### config.mk
export PLATFORM = sky130hd
export DESIGN_NAME = sequential_divider
export DESIGN_NICKNAME = d
export VERILOG_FILES = /design/src/rtl/divider_pkg.sv /design/src/rtl/divider_restoring_step.sv /design/src/rtl/sequential_divider.sv
export SDC_FILE = /design/constraint.sdc
export NUM_CORES = 1
export LEC_CHECK = 0
export CAP_MARGIN = 20
export CORE_MARGIN = 3
export CORE_UTILIZATION = 52
export DETAILED_ROUTE_END_ITERATION = 7
export DONT_BUFFER_PORTS = 1
export PLACE_DENSITY = 0.73
export SYNTH_ARGS = -nofsm -noshare
export SYNTH_HDL_FRONTEND = slang
export SYNTH_SLANG_ARGS = --single-unit
### constraint.sdc
create_clock -name clk -period 2.7 [get_ports clk]
set_input_delay 0.54 -clock clk [delete_from_list [all_inputs] [get_ports clk]]
set_output_delay 0.54 -clock clk [all_outputs]
set_load 0.01 [all_outputs]
### src/rtl/divider_pkg.sv
// -----------------------------------------------------------------------------
// divider_pkg
// Shared definitions for the sequential restoring divider:
//   - state_t       : FSM state encoding (IDLE / RUN / FINISH)
//   - DEFAULT_WIDTH : default operand width
//   - cnt_width()   : width of the iteration counter, clog2(width + 1)
// -----------------------------------------------------------------------------
package divider_pkg;

    localparam int DEFAULT_WIDTH = 8;

    typedef enum logic [1:0] {
        IDLE   = 2'd0,
        RUN    = 2'd1,
        FINISH = 2'd2
    } state_t;

    // The counter must be able to hold the value WIDTH itself.
    function automatic int cnt_width(input int width);
        return $clog2(width + 1);
    endfunction

endpackage

### src/rtl/divider_restoring_step.sv
// -----------------------------------------------------------------------------
// divider_restoring_step
// One purely combinational restoring-division step. Shifts the next dividend
// bit into the partial remainder, trial-subtracts the divisor and keeps the
// difference only when it does not go negative.
//
// Ports:
//   partial_rem  in   WIDTH  partial remainder from the previous step (< divisor)
//   in_bit       in   1      next dividend bit, MSB first
//   divisor      in   WIDTH  unsigned divisor
//   next_rem     out  WIDTH  updated partial remainder
//   q_bit        out  1      quotient bit produced by this step
// -----------------------------------------------------------------------------
module divider_restoring_step
    import divider_pkg::*;
#(
    parameter int WIDTH = DEFAULT_WIDTH
) (
    input  logic [WIDTH-1:0] partial_rem,
    input  logic             in_bit,
    input  logic [WIDTH-1:0] divisor,
    output logic [WIDTH-1:0] next_rem,
    output logic             q_bit
);

    logic [WIDTH:0] shifted;
    logic [WIDTH:0] trial;

    // One extra bit keeps both the shifted value and the difference exact.
    assign shifted = {partial_rem, in_bit};
    assign trial   = shifted - {1'b0, divisor};

    // Since partial_rem < divisor, whichever value is kept fits in WIDTH bits.
    assign q_bit    = ~trial[WIDTH];
    assign next_rem = q_bit ? trial[WIDTH-1:0] : shifted[WIDTH-1:0];

endmodule

### src/rtl/sequential_divider.sv
// -----------------------------------------------------------------------------
// sequential_divider
// Multi-cycle unsigned restoring divider producing one quotient bit per clock.
// An accepted start captures the operands; WIDTH RUN cycles follow, then a
// single FINISH cycle with done=1. A zero divisor skips RUN and reports
// quotient = all ones, remainder = dividend, div_by_zero = 1.
//
// Ports:
//   clk          in   1      system clock, rising edge
//   rst_n        in   1      asynchronous active-low reset
//   start        in   1      request, sampled only while busy = 0
//   dividend     in   WIDTH  unsigned numerator, captured on accepted start
//   divisor      in   WIDTH  unsigned denominator, captured on accepted start
//   busy         out  1      high in RUN and FINISH
//   done         out  1      one-cycle pulse, results valid in this cycle
//   quotient     out  WIDTH  result, held until the next completed operation
//   remainder    out  WIDTH  result, held until the next completed operation
//   div_by_zero  out  1      zero-divisor flag of the last completed operation
// -----------------------------------------------------------------------------
module sequential_divider
    import divider_pkg::*;
#(
    parameter int WIDTH = DEFAULT_WIDTH
) (
    input  logic             clk,
    input  logic             rst_n,
    input  logic             start,
    input  logic [WIDTH-1:0] dividend,
    input  logic [WIDTH-1:0] divisor,
    output logic             busy,
    output logic             done,
    output logic [WIDTH-1:0] quotient,
    output logic [WIDTH-1:0] remainder,
    output logic             div_by_zero
);

    localparam int CNT_W = cnt_width(WIDTH);

    state_t           state;
    state_t           state_nxt;
    logic [CNT_W-1:0] cnt;
    logic [WIDTH-1:0] rem_q;     // partial remainder
    logic [WIDTH-1:0] quo_q;     // dividend bits shift out the top, quotient bits in at the bottom
    logic [WIDTH-1:0] div_q;     // captured divisor
    logic [WIDTH-1:0] step_rem;
    logic             step_qbit;
    logic             last_step;

    divider_restoring_step #(
        .WIDTH (WIDTH)
    ) u_step (
        .partial_rem (rem_q),
        .in_bit      (quo_q[WIDTH-1]),
        .divisor     (div_q),
        .next_rem    (step_rem),
        .q_bit       (step_qbit)
    );

    assign last_step = (cnt == CNT_W'(1));

    // State register
    always_ff @(posedge clk or negedge rst_n) begin
        if (!rst_n) begin
            state <= IDLE;
        end else begin
            state <= state_nxt;
        end
    end

    // Next-state logic
    always_comb begin
        state_nxt = state;
        case (state)
            IDLE: begin
                if (start) begin
                    state_nxt = (divisor == '0) ? FINISH : RUN;
                end
            end
            RUN: begin
                if (last_step) begin
                    state_nxt = FINISH;
                end
            end
            FINISH:  state_nxt = IDLE;
            default: state_nxt = IDLE;
        endcase
    end

    // Working registers and result registers. Results are written on the edge
    // that enters FINISH so they are already valid while done is high.
    always_ff @(posedge clk or negedge rst_n) begin
        if (!rst_n) begin
            cnt         <= '0;
            rem_q       <= '0;
            quo_q       <= '0;
            div_q       <= '0;
            quotient    <= '0;
            remainder   <= '0;
            div_by_zero <= 1'b0;
        end else begin
            case (state)
                IDLE: begin
                    if (start) begin
                        div_q <= divisor;
                        quo_q <= dividend;
                        rem_q <= '0;
                        cnt   <= CNT_W'(WIDTH);
                        if (divisor == '0) begin
                            quotient    <= '1;
                            remainder   <= dividend;
                            div_by_zero <= 1'b1;
                        end
                    end
                end
                RUN: begin
                    rem_q <= step_rem;
                    quo_q <= {quo_q[WIDTH-2:0], step_qbit};
                    cnt   <= cnt - CNT_W'(1);
                    if (last_step) begin
                        quotient    <= {quo_q[WIDTH-2:0], step_qbit};
                        remainder   <= step_rem;
                        div_by_zero <= 1'b0;
                    end
                end
                default: begin
                end
            endcase
        end
    end

    assign busy = (state != IDLE);
    assign done = (state == FINISH);

endmodule

==> results of run 1 <==
[metal layers]
layer,vias to the layer above,share of wire,GRT usage
met4,0,0.015,0.0660
li1,983,-,-
met2,63,0.46,0.333
met3,9,0.067,0.0554
met5,-,0,0
met1,990,0.46,0.299
[through the flow]
step                total power, mW  utilization  area (sq um)  hold slack, ps
global placement               3.70        0.576          2610             246
floorplan                      3.23            -          2540             244
CTS                            4.35        0.611          2770            77.7
detailed placement             3.75        0.576          2610             246
global route                   4.77        0.616          2790            77.9
finish                         4.41        0.616          2790            69.3
[what timing repair did]
| action | 4_1_cts | 5_1_grt |
|---|---|---|
| setup endpoints to repair | 6 | 12 |
| hold buffers | 1 | 0 |
| pin swaps | 3 | 4 |
| setup buffers | 3 | 2 |
| gates resized for setup | 2 | 3 |
| endpoints found under the hold margin | 47 | 0 |
[sequential cells by signal, summed over array words and instances, names as in the netlist]
| signal | cells |
|---|---|
| div_q | 8 |
| quo_q | 8 |
| quotient | 8 |
| rem_q | 8 |
| remainder | 8 |
| cnt | 4 |
| state | 2 |
| div_by_zero | 1 |
[worst reg2reg max path: cells and delay by family (launching register included)]
kind / cells / cell delay, ps
AOI/OAI and AO/OA: 3 / 650
adders and majority gates: 2 / 500
muxes: 2 / 420
DFF: 1 / 400
buffers and inverters: 3 / 330
and+or+nand+nor: 1 / 90
[logic make-up (layout without fill, tap and decap cells)]
kind of cell	count (synthesis)	count (layout)	synth area share
simple gates	93	93	0.170
compound gates	80	80	0.195
flops	47	47	0.464
buf+inv	27	38	0.0553
fa+ha+maj	11	11	0.0572
mux	10	10	0.0414
xor+xnor	5	5	0.0173
[cells in the mapped netlist (2+ instances only)]
library cell  count  area, sq um
a21oi_1          27          135
inv_1            14         52.6
nor2b_1           2         12.5
xnor2_1           5         43.8
a31oi_1          10         62.6
or2_2             2         12.5
mux2i_1           9         90.1
nand3_1          12         60.1
o211ai_1          2         15.0
nand2_1          33          124
nand2b_1          6         37.5
a221oi_1          2         17.5
dfrtp_1          47         1180
buf_2             2         10.0
o21ai_0          18         90.1
o22ai_1           7         43.8
nor4_1            4         25.0
ha_1             10          125
a21o_1            3         22.5
nor2_1           26         97.6
clkbuf_1          6         22.5
buf_6             3         33.8
[where the power goes]
part	switching, mW	internal (mW)
Sequential	0.309	1.04
Clock	0.240	0.233
Combinational	1.39	1.19
[area by class of cell]
cell class | count | area (sq um) | share of cell area
multi-input combinational | 199 | 1240 | 0.443
sequential | 47 | 1180 | 0.421
timing repair buffer | 16 | 140 | 0.0502
clock buffer | 7 | 96.3 | 0.0345
tap | 65 | 81.3 | 0.0291
inverter | 14 | 52.6 | 0.0188
clock inverter | 1 | 7.51 | 0.00269
[final timing paths]
check | from | endpoint | slack, ps | cells after the start
worst min-delay path | rst_n | div_q[7] | 70 | 1
worst min register to register | cnt[3] | cnt[3] | 480 | 1
max in group asynchronous | rst_n | quotient[1] | 2400 | 1
min in group clk | divisor[1] | div_q[1] | 350 | 2
worst max-delay path | quo_q[7] | rem_q[5] | 190 | 11
worst max register to register | quo_q[7] | rem_q[5] | 190 | 11
==> flow_summary.ini, run 1 <==
[place]
placed_cells = 335
post-place-ws_ps = 13.8
routabilityCongestion = 0.854
numPortBuffers = 0
dpl.hpwl_um = 4110

[timing]
worst_slack_ps = 194
clock_skew_ps = 5.77
slew_headroom = 0.343
fin_crit_ps = 2510
setup_viol = 0
fmax_ghz = 0.399
rsz0062_at_grt = false
hold_violations = 0
worstMarginPinSlew_ps = 979
slew_violations = 0
period_share = 0.928
tns_ps = 0

[die]
die_h_um = 75.8
core_area_sq_mm = 0.00453
fp.dieW_um = 75.8
num_rows = 24
start_util = 0.559
die_area_sq_mm = 0.00575
io_pins = 38

[power]
p_per_area_mw_per_mm2 = 1580
max-vdd-ir-drop_mv = 0.940
p_leak_nw = 1.20

[global_routing]
antenna_found_initial = 0
grt.total_usage = 0.216
grt_first_pass_wirelength_um = 9190
grt_start_max_net_pins = 48
grt_pass1_vias = 1921
grt.overflow.total = 0

[worst_hold_path]
min_path_type = input pin to asynchronous set/reset pin

[clock_tree]
cts_tree = built
clkSinkCount = 47
cts-root-buf = clkbuf_8
htreeDepth = 2
cts_buffers = 5
clkTransAtPathRegs_ps = 90
clockBufferDepth = 2
clk_latency_ps = 300

[detailed_routing]
drt-initial-drc-count = 198
vias_per_cell = 5.86
vias = 2045
routed_wl_um = 5770
drt-wirelength-per-cell_um = 16.5
ant_nets = 0
dr.pass1.iters = 4
drc = 0

[finish]
final_nets = 313
area.growth.synth_to_final_pct = 10.1
layout.cells.non_filler = 349
drive_gt1_frac = 0.137
antenna_cells = 0
final_common_cell = dfrtp_1
fillers = 402
layout_common_cells = dfrtp_1, nand2_1, a21oi_1

[critical_path]
critical_path.slowest_cell = dfrtp_1
cp.required_ps = 2870
path_max_fanout = 4
cp-end-kind = register
slowest_delay_ps = 400
crit_buf_inv = 3
crit_arrival_ps = 2680
path_cells = inv_2 -> ha_2 -> inv_1 -> fa_2 -> a211oi_2 -> nor3_2 -> mux2i_2 -> a2111oi_4 -> buf_4 -> mux2i_1 -> o21ai_0
cp-start-kind = register
critPathKind = register to register
cpLargestDelayFamily = compound AO/OA/AOI/OAI gates

[logic_synthesis]
synth_edf_count = 0
yosys_most_used_dff = dfrtp_1
synth_area_sq_mm = 0.00254
ys_ff_latch = 47
synth_nets = 303
yosys_warnings = 0
avgSynthCellArea_sq_um = 9.29
postSynthCellCount = 273
async_reset_ff_frac = 1.00
yosysSeqAreaShare = 0.464
yosysUniqueCellTypes = 45

[status]
status = finished clean

[run]
maxCapViolations = 0
Power figures use the tool's default switching activity.
==> run 2: changes to the inputs <==
Settings changed: ABC_CLOCK_PERIOD_IN_PS set to 2700, CAP_MARGIN 20 to unset.
==> results of run 2 <==
Same layout as run 1: the final DEF is identical, and so are final timing and power.
==> run 3: changes to the inputs <==
Settings changed: ABC_CLOCK_PERIOD_IN_PS 2700 to 2900, PLACE_DENSITY 0.73 to 0.7.
Clock period 2.7 ns to 2.9 ns, I/O delays scaled along.
==> flow_summary.ini, run 3 (synthesized netlist as in run 1, its figures left out) <==
[timing]
clock_skew_ps = 7.77
hold_violations = 0
fin_crit_ps = 2710
tns_ps = 0
rsz0062_at_grt = false
fmax_ghz = 0.368
slew_violations = 0
setup_viol = 0
worst_slack_ps = 186
worstMarginPinSlew_ps = 584
slew_headroom = 0.611
period_share = 0.936

[finish]
layout_common_cells = dfrtp_1, nand2_1, a21oi_1
drive_gt1_frac = 0.0982
fillers = 402
layout.cells.non_filler = 340
final_nets = 305
final_common_cell = dfrtp_1
utilization = 0.601
antenna_cells = 0
area.growth.synth_to_final_pct = 7.40

[clock_tree]
clkSinkCount = 47
clockBufferDepth = 2
cts_tree = built
htreeDepth = 2
cts_buffers = 5
clk_latency_ps = 300
cts_setup_buffers = 0
cts-root-buf = clkbuf_8
clkTransAtPathRegs_ps = 90

[global_routing]
grt_pass1_vias = 1866
grt.total_usage = 0.216
antenna_found_initial = 0
grt_first_pass_wirelength_um = 9350
grt_start_max_net_pins = 48
grt.overflow.total = 0

[detailed_routing]
ant_nets = 0
drc = 0
dr.pass1.iters = 4
drt-initial-drc-count = 197
routed_wl_um = 5660
vias = 2024
vias_per_cell = 5.95
drt-wirelength-per-cell_um = 16.6

[die]
io_pins = 38
die_h_um = 75.8
die_area_sq_mm = 0.00575
core_area_sq_mm = 0.00453
start_util = 0.559
num_rows = 24
fp.dieW_um = 75.8

[power]
p_per_area_mw_per_mm2 = 1460
p_leak_nw = 1.16
power_frac_comb = 0.569
clkPwrFrac = 0.116
seqPwrFrac = 0.315
max-vdd-ir-drop_mv = 0.609
switchingPower_mw = 1.77
cell_internal_pwr_mw = 2.20
fin_total_pwr_mw = 3.97
switching_share = 0.445

[place]
post-place-ws_ps = 22.4
placed_cells = 332
dpl.hpwl_um = 4110
numPortBuffers = 0
routabilityCongestion = 0.878

[critical_path]
path_max_fanout = 8
r2r-start = quo_q[7]
cp.required_ps = 3120
critPathKind = register to register
cp-start-kind = register
cp-end-kind = register
crit_arrival_ps = 2940
startpoint = quo_q[7]

[status]
status = finished clean

[worst_hold_path]
min_path_type = input pin to asynchronous set/reset pin

[run]
maxCapViolations = 0
run 3: changes by cell type in the layout (fill, tap and decap cells not counted), sizes merged:
cell,delta
bufinv,+1
buf,-8
clkinvlp,-1
clkbuf,-1
run 3: cell type report:
class,count,area (sq um),area share
Sequential cell,47,1180,0.432
Inverter,14,52.6,0.0193
Tap cell,65,81.3,0.0299
Multi-Input combinational cell,199,1230,0.452
Clock buffer,6,72.6,0.0266
Clock inverter,1,30.0,0.0110
Timing Repair Buffer,8,80.1,0.0294
run 3: path summary, 6_finish.rpt:
check | end | slack (ps) | cells after the start
worst min register to register | cnt[3] | 470 | 1
worst min-delay path | div_q[6] | 110 | 1
worst max-delay path | remainder[2] | 190 | 11
worst max register to register | remainder[2] | 190 | 11
max in group asynchronous | rem_q[0] | 2560 | 1
min in group clk | div_q[3] | 400 | 2
run 3: per-layer routing:
metal / routed length [um] / global-route usage / share of wire
met1: 2670 / 0.321 / 0.47
met2: 2520 / 0.316 / 0.44
met3: 416 / 0.0554 / 0.074
met4: 56 / 0.0505 / 0.0099
met5: 0 / 0 / 0
run 3: timing repair:
| action | in CTS | in global routing |
|---|---|---|
| endpoints found under the setup margin | 0 | 10 |
| hold buffers | 1 | 0 |
| hold endpoints to repair | 47 | 0 |
| resized for setup | 0 | 3 |
run 3: worst max-delay path, cell delays in order (launching register included):
cell,delay [ps]
dfrtp_1,410
inv_1,80
ha_1,150
inv_1,50
fa_2,370
a211oi_2,290
nor3_2,100
mux2i_2,300
a2111oi_4,70
buf_4,210
or3_2,470
a31oi_1,140
run 3: metrics by stage:
stage | hold WS, ps | instance area (sq um)
after floorplan | 284 | 2540
after global placement | 286 | 2580
after detailed placement | 286 | 2580
after CTS | 127 | 2710
after global routing | 131 | 2720
final | 109 | 2720
run 3: power by group through the flow:
| stage | logic (mW) | clock network (mW) | registers (mW) |
|---|---|---|---|
| final | 2.26 | 0.462 | 1.25 |
| after global routing | 2.53 | 0.491 | 1.30 |
| after CTS | 2.21 | 0.470 | 1.25 |
| after detailed placement | 2.19 | 0 | 1.26 |
| after global placement | 2.15 | 0 | 1.25 |
| after floorplan | 1.82 | 0 | 1.17 |
